<file path="src/rtl/spi_slave_core_pkg.sv">
// Shared types and default sizing for the SPI slave core.
package spi_slave_core_pkg;

  // Transfer state: IDLE while slave select is high, ACTIVE while a frame runs.
  typedef enum logic {
    IDLE   = 1'b0,
    ACTIVE = 1'b1
  } state_t;

  localparam int DEFAULT_DATA_WIDTH  = 8;
  localparam int DEFAULT_SYNC_STAGES = 2;

endpackage

</file>
<file path="src/rtl/spi_sync.sv">
// Multi-flop synchronizer for one asynchronous SPI pin, with a selectable idle value on reset.
module spi_sync
  import spi_slave_core_pkg::*;
#(
  parameter int STAGES = DEFAULT_SYNC_STAGES
) (
  input  logic clk,
  input  logic rst,
  input  logic rstVal_i,
  input  logic async_i,
  output logic sync_o
);

  logic [STAGES-1:0] chain_q;

  // Walk the pin through the flop chain; reset parks every stage at the pin's idle level.
  always_ff @(posedge clk) begin
    if (rst) begin
      chain_q <= {STAGES{rstVal_i}};
    end else begin
      chain_q[0] <= async_i;
      for (int i = 1; i < STAGES; i++) begin
        chain_q[i] <= chain_q[i-1];
      end
    end
  end

  assign sync_o = chain_q[STAGES-1];

endmodule

</file>
<file path="src/rtl/spi_slave_core.sv">
// SPI slave: oversamples SCK/SS_n/MOSI in the clk domain, supports all four CPOL/CPHA modes,
// receives MSB-first words and transmits from a one-word buffer with ready/valid handshake.
module spi_slave_core
  import spi_slave_core_pkg::*;
#(
  parameter int DATA_WIDTH  = DEFAULT_DATA_WIDTH,
  parameter int SYNC_STAGES = DEFAULT_SYNC_STAGES
) (
  input  logic                  clk,
  input  logic                  rst,
  input  logic                  CPOL,
  input  logic                  CPHA,
  input  logic                  SCK_in,
  input  logic                  SS_n,
  input  logic                  MOSI,
  output logic                  MISO,
  output logic                  MISO_en,
  input  logic [DATA_WIDTH-1:0] tx_data,
  input  logic                  tx_valid,
  output logic                  tx_ready,
  output logic [DATA_WIDTH-1:0] rx_data,
  output logic                  rx_valid,
  output logic                  tx_underrun,
  output logic                  busy
);

  localparam int CNT_W = (DATA_WIDTH > 1) ? $clog2(DATA_WIDTH) : 1;
  localparam logic [CNT_W-1:0] LAST_BIT = CNT_W'(DATA_WIDTH - 1);

  logic sckSync;
  logic ssnSync;
  logic mosiSync;

  spi_sync #(.STAGES(SYNC_STAGES)) uSyncSck (
    .clk      (clk),
    .rst      (rst),
    .rstVal_i (CPOL),
    .async_i  (SCK_in),
    .sync_o   (sckSync)
  );

  spi_sync #(.STAGES(SYNC_STAGES)) uSyncSsn (
    .clk      (clk),
    .rst      (rst),
    .rstVal_i (1'b1),
    .async_i  (SS_n),
    .sync_o   (ssnSync)
  );

  spi_sync #(.STAGES(SYNC_STAGES)) uSyncMosi (
    .clk      (clk),
    .rst      (rst),
    .rstVal_i (1'b0),
    .async_i  (MOSI),
    .sync_o   (mosiSync)
  );

  state_t                state_q;
  logic                  cpol_q;
  logic                  cpha_q;
  logic                  sckPrev_q;
  logic [CNT_W-1:0]      bitCnt_q;
  logic [DATA_WIDTH-1:0] rxShift_q;
  logic [DATA_WIDTH-1:0] rxData_q;
  logic [DATA_WIDTH-1:0] txShift_q;
  logic                  misoBit_q;
  logic                  wordDone_q;
  logic                  rxValid_q;
  logic                  txUnderrun_q;
  logic [DATA_WIDTH-1:0] txBuf_q;
  logic [DATA_WIDTH-1:0] txBuf_d;
  logic                  txFull_q;
  logic                  txFull_d;

  logic                  leadEdge;
  logic                  trailEdge;
  logic                  sampleEdge;
  logic                  shiftEdge;
  logic                  startWord;
  logic                  boundaryLoad;
  logic                  loadWord;
  logic                  accept;
  logic [DATA_WIDTH-1:0] loadValue;
  logic [DATA_WIDTH-1:0] rxNext;

  // Edge roles from the mode latched at frame start; the next word is fetched lazily at the
  // first shift edge after a completed word, so a final word never triggers a needless fetch.
  always_comb begin
    leadEdge     = (state_q == ACTIVE) && (sckPrev_q == cpol_q) && (sckSync != cpol_q);
    trailEdge    = (state_q == ACTIVE) && (sckPrev_q != cpol_q) && (sckSync == cpol_q);
    sampleEdge   = cpha_q ? trailEdge : leadEdge;
    shiftEdge    = cpha_q ? leadEdge : trailEdge;
    startWord    = (state_q == IDLE) && !ssnSync;
    boundaryLoad = (state_q == ACTIVE) && !ssnSync && shiftEdge && wordDone_q;
    loadWord     = startWord || boundaryLoad;
    loadValue    = txFull_q ? txBuf_q : '0;
    accept       = tx_valid && !txFull_q;
    rxNext       = {rxShift_q[DATA_WIDTH-2:0], mosiSync};
  end

  // TX buffer next state: a load empties it, an accept in the same cycle refills it.
  always_comb begin
    txBuf_d  = txBuf_q;
    txFull_d = txFull_q;
    if (loadWord) begin
      txFull_d = 1'b0;
    end
    if (accept) begin
      txBuf_d  = tx_data;
      txFull_d = 1'b1;
    end
  end

  // TX buffer registers.
  always_ff @(posedge clk) begin
    if (rst) begin
      txBuf_q  <= '0;
      txFull_q <= 1'b0;
    end else begin
      txBuf_q  <= txBuf_d;
      txFull_q <= txFull_d;
    end
  end

  // Frame FSM: mode capture in IDLE, bit sampling/shifting in ACTIVE, abort on SS_n rise.
  always_ff @(posedge clk) begin
    if (rst) begin
      state_q      <= IDLE;
      cpol_q       <= CPOL;
      cpha_q       <= CPHA;
      sckPrev_q    <= CPOL;
      bitCnt_q     <= '0;
      rxShift_q    <= '0;
      rxData_q     <= '0;
      txShift_q    <= '0;
      misoBit_q    <= 1'b0;
      wordDone_q   <= 1'b0;
      rxValid_q    <= 1'b0;
      txUnderrun_q <= 1'b0;
    end else begin
      sckPrev_q    <= sckSync;
      rxValid_q    <= 1'b0;
      txUnderrun_q <= loadWord && !txFull_q;
      case (state_q)
        IDLE: begin
          cpol_q <= CPOL;
          cpha_q <= CPHA;
          if (!ssnSync) begin
            state_q   <= ACTIVE;
            txShift_q <= loadValue;
            misoBit_q <= CPHA ? 1'b0 : loadValue[DATA_WIDTH-1];
          end
        end
        ACTIVE: begin
          if (ssnSync) begin
            state_q    <= IDLE;
            bitCnt_q   <= '0;
            rxShift_q  <= '0;
            txShift_q  <= '0;
            misoBit_q  <= 1'b0;
            wordDone_q <= 1'b0;
          end else begin
            if (sampleEdge) begin
              rxShift_q <= rxNext;
              if (bitCnt_q == LAST_BIT) begin
                bitCnt_q   <= '0;
                rxData_q   <= rxNext;
                rxValid_q  <= 1'b1;
                wordDone_q <= 1'b1;
              end else begin
                bitCnt_q <= bitCnt_q + CNT_W'(1);
              end
            end
            if (shiftEdge) begin
              if (wordDone_q) begin
                wordDone_q <= 1'b0;
                misoBit_q  <= loadValue[DATA_WIDTH-1];
                txShift_q  <= cpha_q ? {loadValue[DATA_WIDTH-2:0], 1'b0} : loadValue;
              end else begin
                misoBit_q  <= cpha_q ? txShift_q[DATA_WIDTH-1] : txShift_q[DATA_WIDTH-2];
                txShift_q  <= {txShift_q[DATA_WIDTH-2:0], 1'b0};
              end
            end
          end
        end
      endcase
    end
  end

  assign busy        = (state_q == ACTIVE);
  assign MISO_en     = (state_q == ACTIVE);
  assign MISO        = misoBit_q && (state_q == ACTIVE);
  assign tx_ready    = !txFull_q;
  assign rx_data     = rxData_q;
  assign rx_valid    = rxValid_q;
  assign tx_underrun = txUnderrun_q;

endmodule
</file>
<file path="config.mk">
export PLATFORM = sky130hd
export DESIGN_NAME = spi_slave_core
export DESIGN_NICKNAME = d
export VERILOG_FILES = /design/src/rtl/spi_slave_core_pkg.sv /design/src/rtl/spi_sync.sv /design/src/rtl/spi_slave_core.sv
export SDC_FILE = /design/constraint.sdc
export NUM_CORES = 1
export LEC_CHECK = 0
export BUFFER_PORTS_ARGS = -buffer_cell sky130_fd_sc_hd__buf_2
export CORE_MARGIN = 1.5
export CORE_UTILIZATION = 35
export CTS_CLUSTER_DIAMETER = 60
export CTS_CLUSTER_SIZE = 24
export DETAILED_ROUTE_END_ITERATION = 6
export MAX_ROUTING_LAYER = met4
export PLACE_DENSITY = 0.51
export SYNTH_ARGS = -nofsm -noshare
export SYNTH_HDL_FRONTEND = slang
export SYNTH_SLANG_ARGS = --single-unit
</file>
<file path="constraint.sdc">
create_clock -name clk -period 3.3 [get_ports clk]
set_clock_uncertainty 0.15 [all_clocks]
set_input_delay 0.165 -clock clk [delete_from_list [all_inputs] [get_ports clk]]
set_output_delay 0.165 -clock clk [all_outputs]
set_load 0.02 [all_outputs]
</file>
==> key figures, run 1 <==
Status
  • Status: complete, no violations

Placed design
  • Gpl congestion: about 0.77
  • Final HPWL from detailed placement: 2920 microns
  • PortBufs: 29
  • Place WS: just over 1000 ps

Synthesis
  • Async SR Flop Fraction: 0%
  • Yosys top cell area share: a little over two fifths
  • Post-Syn Area per Cell: slightly above 9 sq um
  • Yosys cell types: 41
  • Cell taking the most area after synthesis: dfxtp_1
  • Syn Inst Count: between 200 and 250
  • Synth top area cells: dfxtp_1, nand2b_1, nand2_1, a221oi_2, mux2i_1
  • YS warnings: 0
  • Post-synth EDFFs: 2
  • Post-synthesis sequential area ratio: ~45%
  • Synth Flop Type: dfxtp_1
  • Syn_nets: between 200 and 300
  • #FFs+latches synth: between 40 and 50
  • Mapped cell area: about 0.0022 sq mm

Worst setup path
  • Setup crit start kind: register
  • Crit path top cell by count: mux2i_1
  • WP buf/inv: 0
  • Worst Path Required: approximately 3300 ps
  • Slowest stage cell on the critical path: edfxtp_1
  • CP endpoint kind: register
  • Crit path cell chain: xor2_1, mux2i_1, nand3_1, mux2i_1
  • Critical path type: reg2reg
  • Family with the most delay on the worst path: multiplexers
  • CP arrival: 2310 ps
  • Worst-path fanout max: 11
  • CP peak stage delay: 560 ps

Global route
  • Grt ovf: 0
  • Gr usage total: about 14%
  • Largest net degree at the start of global routing: 40
  • First-pass GRT wire length: 7960 microns
  • Antenna violations before repair: 0
  • Number of global-route vias before repair: approximately 1700

Pwr
  • Leak pwr: just over 1 nW
  • Switching fraction of total power: 24.7%
  • Total power: around 1.1 mW
  • Cell Int Power: 863 uW
  • PD cells: approximately 440 mW/mm^2
  • Switch Pwr: 283 uW
  • Sequential Power Share: between 50 and 60%
  • Comb pwr share: a little over a tenth
  • Clock power frac: between 30% and 40%
  • Peak VDD IR: 0.000235 V

Timing
  • Worst-Margin Slew: 688 ps
  • Slew headroom: about 54%
  • Min Tclk post-route: around 2300 ps
  • Setup-failing EPs final: 0
  • Final Max Tran Viols: 0
  • Fmax: 435 MHz
  • Hold Violations, Final: 0
  • Total negative setup slack: 0 ps
  • RSZ-0062 raised after global routing: false
  • Setup ws final: roughly 1000 ps
  • Final critical-path share of the clock period: 69.7%

Route
  • Vias per cell: just under 5
  • Drt total wl: about 4600 microns
  • Top Layer Used: met4
  • Metal-1 WL: between 2000 and 2500 microns
  • Iteration-0 DRC Markers: 129
  • Vias: 1720
  • Initial DRT Pass Iterations: 4
  • Post-detailed-route count of antenna-violating nets: 0
  • Post-route DRC: 0
  • Post-DR wirelength/cell: 13.2 microns
  • Met3 WL post-DR: approximately 150 microns
  • Met2 wire len: ~2000 microns

Layout
  • Diode count: 0
  • Layout area overhead: 17.3%
  • Core Util, Final: 43.5%
  • Fin nets: ~290
  • Layout cells sized above 1: between 10% and 20%

Clocking
  • CTS Root Cell: clkbuf_8
  • CTS-repair resized insts: 0
  • CTS tree: built
  • Clock sink total: approximately 50
  • Clk buf depth: 2
  • Register clock-pin slew on the reported worst setup and hold paths: about 90 ps
  • Later-pin clock latency in the skew report: approximately 300 ps
  • CTS Buf Count: 5
  • Htree depth: 2

Flow run
  • Maxcap violations: 0

Floorplanning
  • Die W: about 83 microns
  • Core Region: roughly 0.0060 sq mm
  • Die ar.: roughly 0.0069 sq mm
  • Initial Util: about 37%
  • Row cnt: 28
  • I/O pins: 30
  • Die Span Y: around 83 microns

Hold path
  • Worst min path class: in2reg
[routing by layer]
layer  global-route usage (%)  vias to the layer above
met5                        -                        -
met3                     3.28                        5
met1                     20.3                      785
li1                         -                      900
met4                     4.09                        0
met2                     20.4                       30
[worst reg2reg max path, stage by stage (launching register included)]
cell and delay (ps):
edfxtp_1 560, xor2_1 330, mux2i_1 360, nand3_1 510, mux2i_1 250
[power groups by stage]
| stage | sequential (mW) | combinational, mW | clock [mW] |
|---|---|---|---|
| after floorplan | 0.643 | 0.0951 | 0 |
| after global placement | 0.656 | 0.106 | 0 |
| after detailed placement | 0.656 | 0.107 | 0 |
| after CTS | 0.642 | 0.120 | 0.400 |
| after global routing | 0.647 | 0.133 | 0.423 |
| final | 0.643 | 0.119 | 0.384 |
[final timing paths]
kind	end	from	slack (ps)	cells after the start
setup reg to reg	rx_data[6]	cpha_q	1000	4
hold reg to reg	uSyncSsn.chain_q[1]	uSyncSsn.chain_q[0]	270	1
setup / recovery	rx_data[6]	cpha_q	1000	4
hold / removal	rx_valid	rst	230	2
[repair_timing]
action / 4_1_cts / 5_1_grt
hold endpoints to repair: 16 / 0
hold buffers: 14 / 0
setup buffers: 0 / 0
[through the flow]
stage	instance area [sq um]	std cells	hold WS [ps]
floorplan	2230	243	114
global placement	2380	328	198
detailed placement	2380	328	200
CTS	2620	350	223
global route	2620	350	250
finish	2620	350	226
[flip-flops by register name, indices dropped and copies added, names as in the netlist]
name / count
uSyncSck.chain_q: 2
rx_valid: 1
uSyncMosi.chain_q: 2
txShift_q: 8
bitCnt_q: 3
txBuf_q: 8
tx_underrun: 1
rx_data: 8
sckPrev_q: 1
txFull_q: 1
wordDone_q: 1
uSyncSsn.chain_q: 2
rxShift_q: 7
MISO_en: 1
misoBit_q: 1
cpha_q: 1
cpol_q: 1
[cells in the final DEF (no fill, tap or decap), drive strengths merged]
| cell | netlist | final |
|---|---|---|
| a2111oi | 1 | 1 |
| a211oi | 9 | 9 |
| a21o | 1 | 1 |
| a21oi | 18 | 18 |
| a221o | 1 | 1 |
| a221oi | 8 | 8 |
| a41oi | 1 | 1 |
| and2 | 1 | 1 |
| buf | 15 | 31 |
| clkbuf | 6 | 7 |
| clkinv | 0 | 1 |
| dfxtp | 47 | 47 |
| dlygate4sd3 | 0 | 14 |
| edfxtp | 2 | 2 |
| ha | 2 | 2 |
| inv | 15 | 15 |
| mux2 | 1 | 1 |
| mux2i | 10 | 10 |
| nand2 | 30 | 30 |
| nand2b | 30 | 30 |
| nand3 | 2 | 2 |
| nand4 | 7 | 7 |
| nand4b | 1 | 1 |
| nor2 | 7 | 7 |
| nor2b | 6 | 6 |
| nor3 | 1 | 1 |
| nor3b | 1 | 1 |
| o21a | 1 | 1 |
| o21ai | 3 | 3 |
| o22ai | 7 | 7 |
| o31a | 1 | 1 |
| o32ai | 3 | 3 |
| or2 | 2 | 2 |
| or3 | 1 | 1 |
| or3b | 1 | 1 |
| xor2 | 1 | 1 |
[cell type report]
class | instances | area (sq um)
timing repair buffer | 45 | 300
tap | 75 | 93.8
multi-input combinational | 158 | 1070
fill | 618 | 3410
clock inverter | 1 | 5.00
clock buffer | 7 | 96.3
sequential | 49 | 1000
inverter | 15 | 56.3
[logic make-up (layout without fill, tap and decap cells)]
family | count (synthesis) | after routing | synth area share, %
simple gates | 90 | 90 | 21.5
buf+inv | 36 | 68 | 7.39
compound gates | 54 | 54 | 19.6
fa+ha+maj | 2 | 2 | 1.12
mux | 11 | 11 | 5.15
flops | 49 | 49 | 44.8
xor+xnor | 1 | 1 | 0.392
[cell usage after synthesis (2+ instances only)]
library cell,number
dfxtp_1,47
nand2_1,30
nand2b_1,29
a21oi_1,17
inv_1,15
mux2i_1,10
a211oi_1,9
buf_2,9
a221oi_2,7
nand4_1,7
nor2_1,7
o22ai_1,7
clkbuf_1,6
nor2b_1,6
buf_1,3
o21ai_0,3
buf_6,2
edfxtp_1,2
ha_1,2
nand3_1,2
o32ai_1,2
or2_2,2
No activity file was read; power rests on OpenSTA's default activity.
==> run 2: changes to the inputs <==
Settings changed: PLACE_DENSITY 0.51 to 0.53.
Clock period 3.3 ns to 1.8 ns, I/O delays scaled along.
==> key figures, run 2 (synthesized netlist as in run 1, its figures left out) <==
Status
  • Status: complete, but fails checks
  • Failing checks: setup timing

Clocking
  • Clk buf depth: 2 (unchanged)
  • Later-pin clock latency in the skew report: 300 ps (about the same)
  • CTS tree: built
  • Htree depth: 2 (unchanged)
  • CTS Root Cell: clkbuf_8
  • CTS Buf Count: 5 (unchanged)
  • Register clock-pin slew on the reported worst setup and hold paths: 100 ps (about the same)
  • Clock sink total: 49 (unchanged)

Layout
  • Layout cells sized above 1: 30.3% (+11 points)
  • Fin nets: 314 (+7.5%)
  • Commonest non-fill, non-tap cells in the layout: dfxtp_1, buf_2, nand2_1, nand2b_1, a21oi_1
  • Diode count: 0 (unchanged)
  • Most common cell after layout, fill and taps aside: dfxtp_1
  • Layout area overhead: 31.4%

Pwr
  • Peak VDD IR: 0.000457 V (+94%)
  • Comb pwr share: 14.4% (+4.0 points)
  • Total power: 2.17 mW (+90%)
  • Cell Int Power: 1.57 mW (+82%)
  • Sequential Power Share: 53.7% (-2.4 points)
  • Switching fraction of total power: 27.7% (+3.0 points)
  • PD cells: 740 mW/mm^2 (+69%)
  • Switch Pwr: 601 uW (+110%)
  • Leak pwr: 1.15 nW (+13%)
  • Clock power frac: 31.9% (-1.6 points)

Route
  • Post-detailed-route count of antenna-violating nets: 0 (unchanged)
  • Vias per cell: 4.93 (+0.32%)
  • Vias: 1834 (+6.6%)
  • Post-route DRC: 0 (unchanged)
  • Drt total wl: 5020 microns (+8.2%)
  • Initial DRT Pass Iterations: 4 (unchanged)
  • Iteration-0 DRC Markers: 96 (-26%)
  • Post-DR wirelength/cell: 13.5 microns (+1.8%)

Global route
  • Met1 usage in global routing: 21.2% (+0.89 points)
  • GR Layer Usage met3: 3.78% (+0.50 points)
  • Grt ovf: 0 (unchanged)
  • First-pass GRT wire length: 8310 microns (+4.5%)
  • Largest net degree at the start of global routing: 32 (-20%)
  • Number of global-route vias before repair: 1725 (+2.9%)
  • Global routing's busiest layer: met2
  • Met2 Use GR: 21.5% (+1.1 points)
  • Gr usage total: 15.2% (+0.87 points)
  • Antenna violations before repair: 0 (unchanged)

Timing
  • Hold Slack: 91.7 ps (-135 ps)
  • RSZ-0062 raised after global routing: true
  • Final Max Tran Viols: 0 (unchanged)
  • Worst-Margin Slew: 528 ps (-160 ps)
  • Setup-failing EPs final: 3 (+3)
  • Hold Violations, Final: 0 (unchanged)
  • Setup ws final: -44.6 ps (-1050 ps)
  • Min Tclk post-route: 1840 ps (-454 ps)
  • Slew headroom: 64.8% (+11 points)
  • Total negative setup slack: -70.6 ps (-70.6 ps)
  • Fmax: 542 MHz (+25%)
  • Final critical-path share of the clock period: 102% (+33 points)

Worst setup path
  • Worst-path fanout max: 5 (-6)
  • CP arrival: 1920 ps (-390 ps)
  • Worst Path Required: 1870 ps (-1440 ps)
  • R2R depth: 7 (+3)
  • Flop2flop setup slack: -40 ps (-1050 ps)
  • CP endpoint kind: register
  • R2R Path Start: cpha_q
  • Endpoint of the worst-slack reg-to-reg timing path: bitCnt_q[0]
  • CP Launch Point: cpha_q
  • Setup crit start kind: register
  • Worst setup path endpoint: bitCnt_q[0]
  • Critical path type: reg2reg

Floorplanning
  • Initial Util: 37.1% (unchanged)
  • I/O pins: 30 (unchanged)
  • Die Span Y: 82.9 microns (unchanged)
  • Die W: 82.9 microns (unchanged)
  • Die ar.: 0.00687 sq mm (unchanged)
  • Core Region: 0.00603 sq mm (unchanged)
  • Row cnt: 28 (unchanged)

Hold path
  • Worst min path class: in2reg

Placed design
  • PortBufs: 29 (unchanged)
  • Gpl congestion: 0.860 (+12%)
  • Final HPWL from detailed placement: 3190 microns (+9.2%)

Flow run
  • Maxcap violations: 0 (unchanged)
==> run 2: cell types whose count changed in the layout (fill, tap and decap cells not counted), sizes merged <==
cell / previous run / this run
buf: 31 / 52
inv: 15 / 17
clkbuf: 7 / 6
clkinv: 1 / 0
clkinvlp: 0 / 1
==> run 2: how the worst min path moves through the flow <==
stage / from / to / slack (ps) / cells after the start
finish: rst / uSyncMosi.chain_q[1] / 90 / 2
global route: rst / uSyncMosi.chain_q[1] / 110 / 2
CTS: rst / uSyncMosi.chain_q[1] / 80 / 2
detailed placement: SS_n / uSyncSsn.chain_q[0] / 130 / 2
global placement: SS_n / uSyncSsn.chain_q[0] / 120 / 2
floorplan: CPHA / cpha_q / 40 / 0
==> run 2: power by group through the flow <==
stage                     combinational, mW  sequential [mW]  clock [mW]
after floorplan                       0.175             1.18           0
after global placement                0.256             1.19           0
after detailed placement              0.255             1.19           0
after CTS                             0.297             1.17       0.714
after global routing                  0.341             1.17       0.753
final                                 0.313             1.17       0.694
==> run 2: cell type report <==
cell class / count / area, sq um
inverter: 15 / 56.3
tap: 75 / 93.8
sequential: 49 / 1000
fill: 610 / 3090
clock buffer: 5 / 68.8
multi-input combinational: 158 / 1180
clock inverter: 3 / 25.0
timing repair buffer: 67 / 512
==> run 2: worst max-delay path, stage by stage (launching register included) <==
cell	delay, ps
edfxtp_1	450
xor2_2	180
buf_4	150
mux2i_4	190
buf_6	130
o21a_4	200
buf_12	130
o32ai_2	190
==> run 2: through the flow <==
stage | cell area, sq um | util (%) | std cells | worst slack (ps)
final | 2940 | 48.7 | 372 | -44.6
after global routing | 2940 | 48.7 | 372 | -106
after CTS | 2830 | 46.9 | 371 | -58.5
after detailed placement | 2550 | 42.3 | 348 | -45.8
after global placement | 2550 | 42.3 | 348 | -31.4
after floorplan | 2240 | - | 243 | 2.91
==> run 2: timing repair <==
action,CTS,global route
cloned,1,1
hold endpoints to repair,16,0
pin swaps,9,6
buffers inserted,0,0
hold buffers,14,0
setup endpoints to repair,19,30
resized for setup,8,15
==> run 2: per-layer routing <==
metal	up-vias	part of all wire, %
met5	-	0
met4	0	1.6
met3	10	3.8
met2	38	43
met1	846	51
li1	940	-
==> run 3: changes to the inputs <==
Settings changed: SETUP_SLACK_MARGIN set to 0.5.
==> key figures, run 3 (synthesized netlist as in run 1, its figures left out) <==
Timing
  • Total negative setup slack: -323 ps (-252 ps)
  • Setup ws final: -43.5 ps (+1.09 ps)
  • Fmax: 542 MHz (about the same)
  • Slew headroom: 65.7% (+0.85 points)
  • RSZ-0062 raised after global routing: true
  • Setup-failing EPs final: 16 (+13)
  • Min Tclk post-route: 1840 ps (-1.09 ps)
  • Final critical-path share of the clock period: 102% (about the same)
  • Hold Violations, Final: 0 (unchanged)
  • Worst-Margin Slew: 515 ps (-12.8 ps)
  • Final Max Tran Viols: 0 (unchanged)

Pwr
  • Peak VDD IR: 0.000447 V (-2.2%)
  • Total power: 2.13 mW (-1.9%)
  • Sequential Power Share: 54.6% (+0.9 points)
  • Switching fraction of total power: 26.1% (-1.6 points)
  • Comb pwr share: 15.8% (+1.4 points)
  • Leak pwr: 1.23 nW (+6.5%)
  • Clock power frac: 29.6% (-2.3 points)
  • PD cells: 681 mW/mm^2 (-8.0%)
  • Switch Pwr: 556 uW (-7.5%)
  • Cell Int Power: 1.58 mW (+0.23%)

Global route
  • Gr usage total: 15.3% (+0.048 points)
  • Met2 Use GR: 22.4% (+0.89 points)
  • Met1 usage in global routing: 21.0% (-0.25 points)
  • Antenna violations before repair: 0 (unchanged)
  • Largest net degree at the start of global routing: 32 (unchanged)
  • Grt ovf: 0 (unchanged)
  • Number of global-route vias before repair: 1791 (+3.8%)
  • GR Layer Usage met3: 3.08% (-0.70 points)
  • First-pass GRT wire length: 8420 microns (+1.3%)
  • Global routing's busiest layer: met2

Layout
  • FF/Latch Area: 0.00101 sq mm (+0.75%)
  • Most common cell after layout, fill and taps aside: dfxtp_1
  • Fill cells: 567 (-7.0%)
  • Fin nets: 324 (+3.2%)
  • Diode count: 0 (unchanged)
  • Core Util, Final: 51.9% (+3.2 points)
  • Layout cells sized above 1: 36.8% (+6.5 points)
  • Multi-input logic area: 0.00127 sq mm (+7.5%)
  • Layout area overhead: 40.1%
  • Commonest non-fill, non-tap cells in the layout: dfxtp_1, nand2_1, nand2b_1
  • Finished Layout Cells: 382 (+2.7%)

Status
  • Status: complete, but fails checks
  • Failing checks: setup timing

Route
  • Post-route DRC: 0 (unchanged)
  • Vias per cell: 4.90 (-0.71%)
  • Drt total wl: 5130 microns (+2.2%)
  • Iteration-0 DRC Markers: 92 (-4.2%)
  • Post-detailed-route count of antenna-violating nets: 0 (unchanged)
  • Vias: 1870 (+2.0%)
  • Post-DR wirelength/cell: 13.4 microns (-0.46%)
  • Initial DRT Pass Iterations: 4 (unchanged)

Floorplanning
  • I/O pins: 30 (unchanged)
  • Initial Util: 37.1% (unchanged)
  • Row cnt: 28 (unchanged)
  • Die W: 82.9 microns (unchanged)
  • Die Span Y: 82.9 microns (unchanged)
  • Die ar.: 0.00687 sq mm (unchanged)
  • Core Region: 0.00603 sq mm (unchanged)

Placed design
  • PortBufs: 29 (unchanged)
  • Place WS: -112 ps (-65.7 ps)
  • Final HPWL from detailed placement: 3240 microns (+1.6%)
  • Placed Cells: 352 (+1.1%)
  • Gpl congestion: 0.790 (-8.1%)

Hold path
  • Worst min path class: in2reg
  • Worst hold stages: 2 (unchanged)
  • Hold EP: txBuf_q[3]
  • Hold_sp: rst

Clocking
  • Clock sink total: 49 (unchanged)
  • Register clock-pin slew on the reported worst setup and hold paths: 90 ps (about the same)
  • Later-pin clock latency in the skew report: 300 ps (about the same)
  • Clk buf depth: 2 (unchanged)
  • CTS Root Cell: clkbuf_8
  • Htree depth: 2 (unchanged)
  • CTS Buf Count: 5 (unchanged)
  • CTS tree: built

Flow run
  • Maxcap violations: 0 (unchanged)

Worst setup path
  • R2R Path Start: cpol_q
  • WP depth: 4 (-3)
  • R2R depth: 4 (-3)
  • WP buf/inv: 0 (-3)
  • Setup crit start kind: register
  • Slowest stage cell on the critical path: edfxtp_1
  • CP peak stage delay: 430 ps (-20 ps)
  • Critical path type: reg2reg
  • Endpoint of the worst-slack reg-to-reg timing path: misoBit_q
  • Worst Path Required: 1840 ps (-30 ps)
  • Crit path cell chain: xor2_2, mux2_4, a21o_4, o31a_1
  • Family with the most delay on the worst path: compound AO/OA/AOI/OAI gates
  • CP arrival: 1890 ps (-30 ps)
  • Flop2flop setup slack: -40 ps (about the same)
  • CP endpoint kind: register
  • Worst-path fanout max: 5 (unchanged)
-- run 3: power by group through the flow --
| stage | logic (mW) | clock network [mW] | registers, mW |
|---|---|---|---|
| after floorplan | 0.175 | 0 | 1.18 |
| after global placement | 0.258 | 0 | 1.19 |
| after detailed placement | 0.257 | 0 | 1.19 |
| after CTS | 0.310 | 0.660 | 1.16 |
| after global routing | 0.367 | 0.704 | 1.17 |
| final | 0.337 | 0.631 | 1.16 |
-- run 3: worst max-delay path by stage --
stage | startpoint | to
detailed placement | cpol_q | misoBit_q
finish | cpol_q | misoBit_q
global route | cpol_q | txShift_q[4]
global placement | cpol_q | misoBit_q
floorplan | cpol_q | txFull_q
CTS | cpha_q | txShift_q[5]
-- run 3: final cells by class --
class	instances	area share, %
timing repair buffer	75	19.8
clock buffer	7	2.44
multi-input combinational	160	40.5
tap	75	3.00
clock inverter	1	0.240
sequential	49	32.2
inverter	15	1.80
-- run 3: layer usage --
| metal | up-vias | routed length [microns] |
|---|---|---|
| met1 | 867 | 2620 |
| met2 | 33 | 2270 |
| met5 | - | 0 |
| met4 | 0 | 57 |
| li1 | 964 | - |
| met3 | 6 | 176 |
-- run 3: what timing repair did --
item	4_1_cts	5_1_grt
resized for setup	32	22
setup buffers	2	2
endpoints found under the setup margin	33	34
cloned	3	1
pin swaps	5	13
hold buffers	14	0
hold endpoints to repair	16	0
-- run 3: through the flow --
step	instance area, sq um	hold slack [ps]
floorplan	2240	38.9
global placement	2580	132
detailed placement	2580	133
CTS	2990	112
global route	3130	141
finish	3130	118
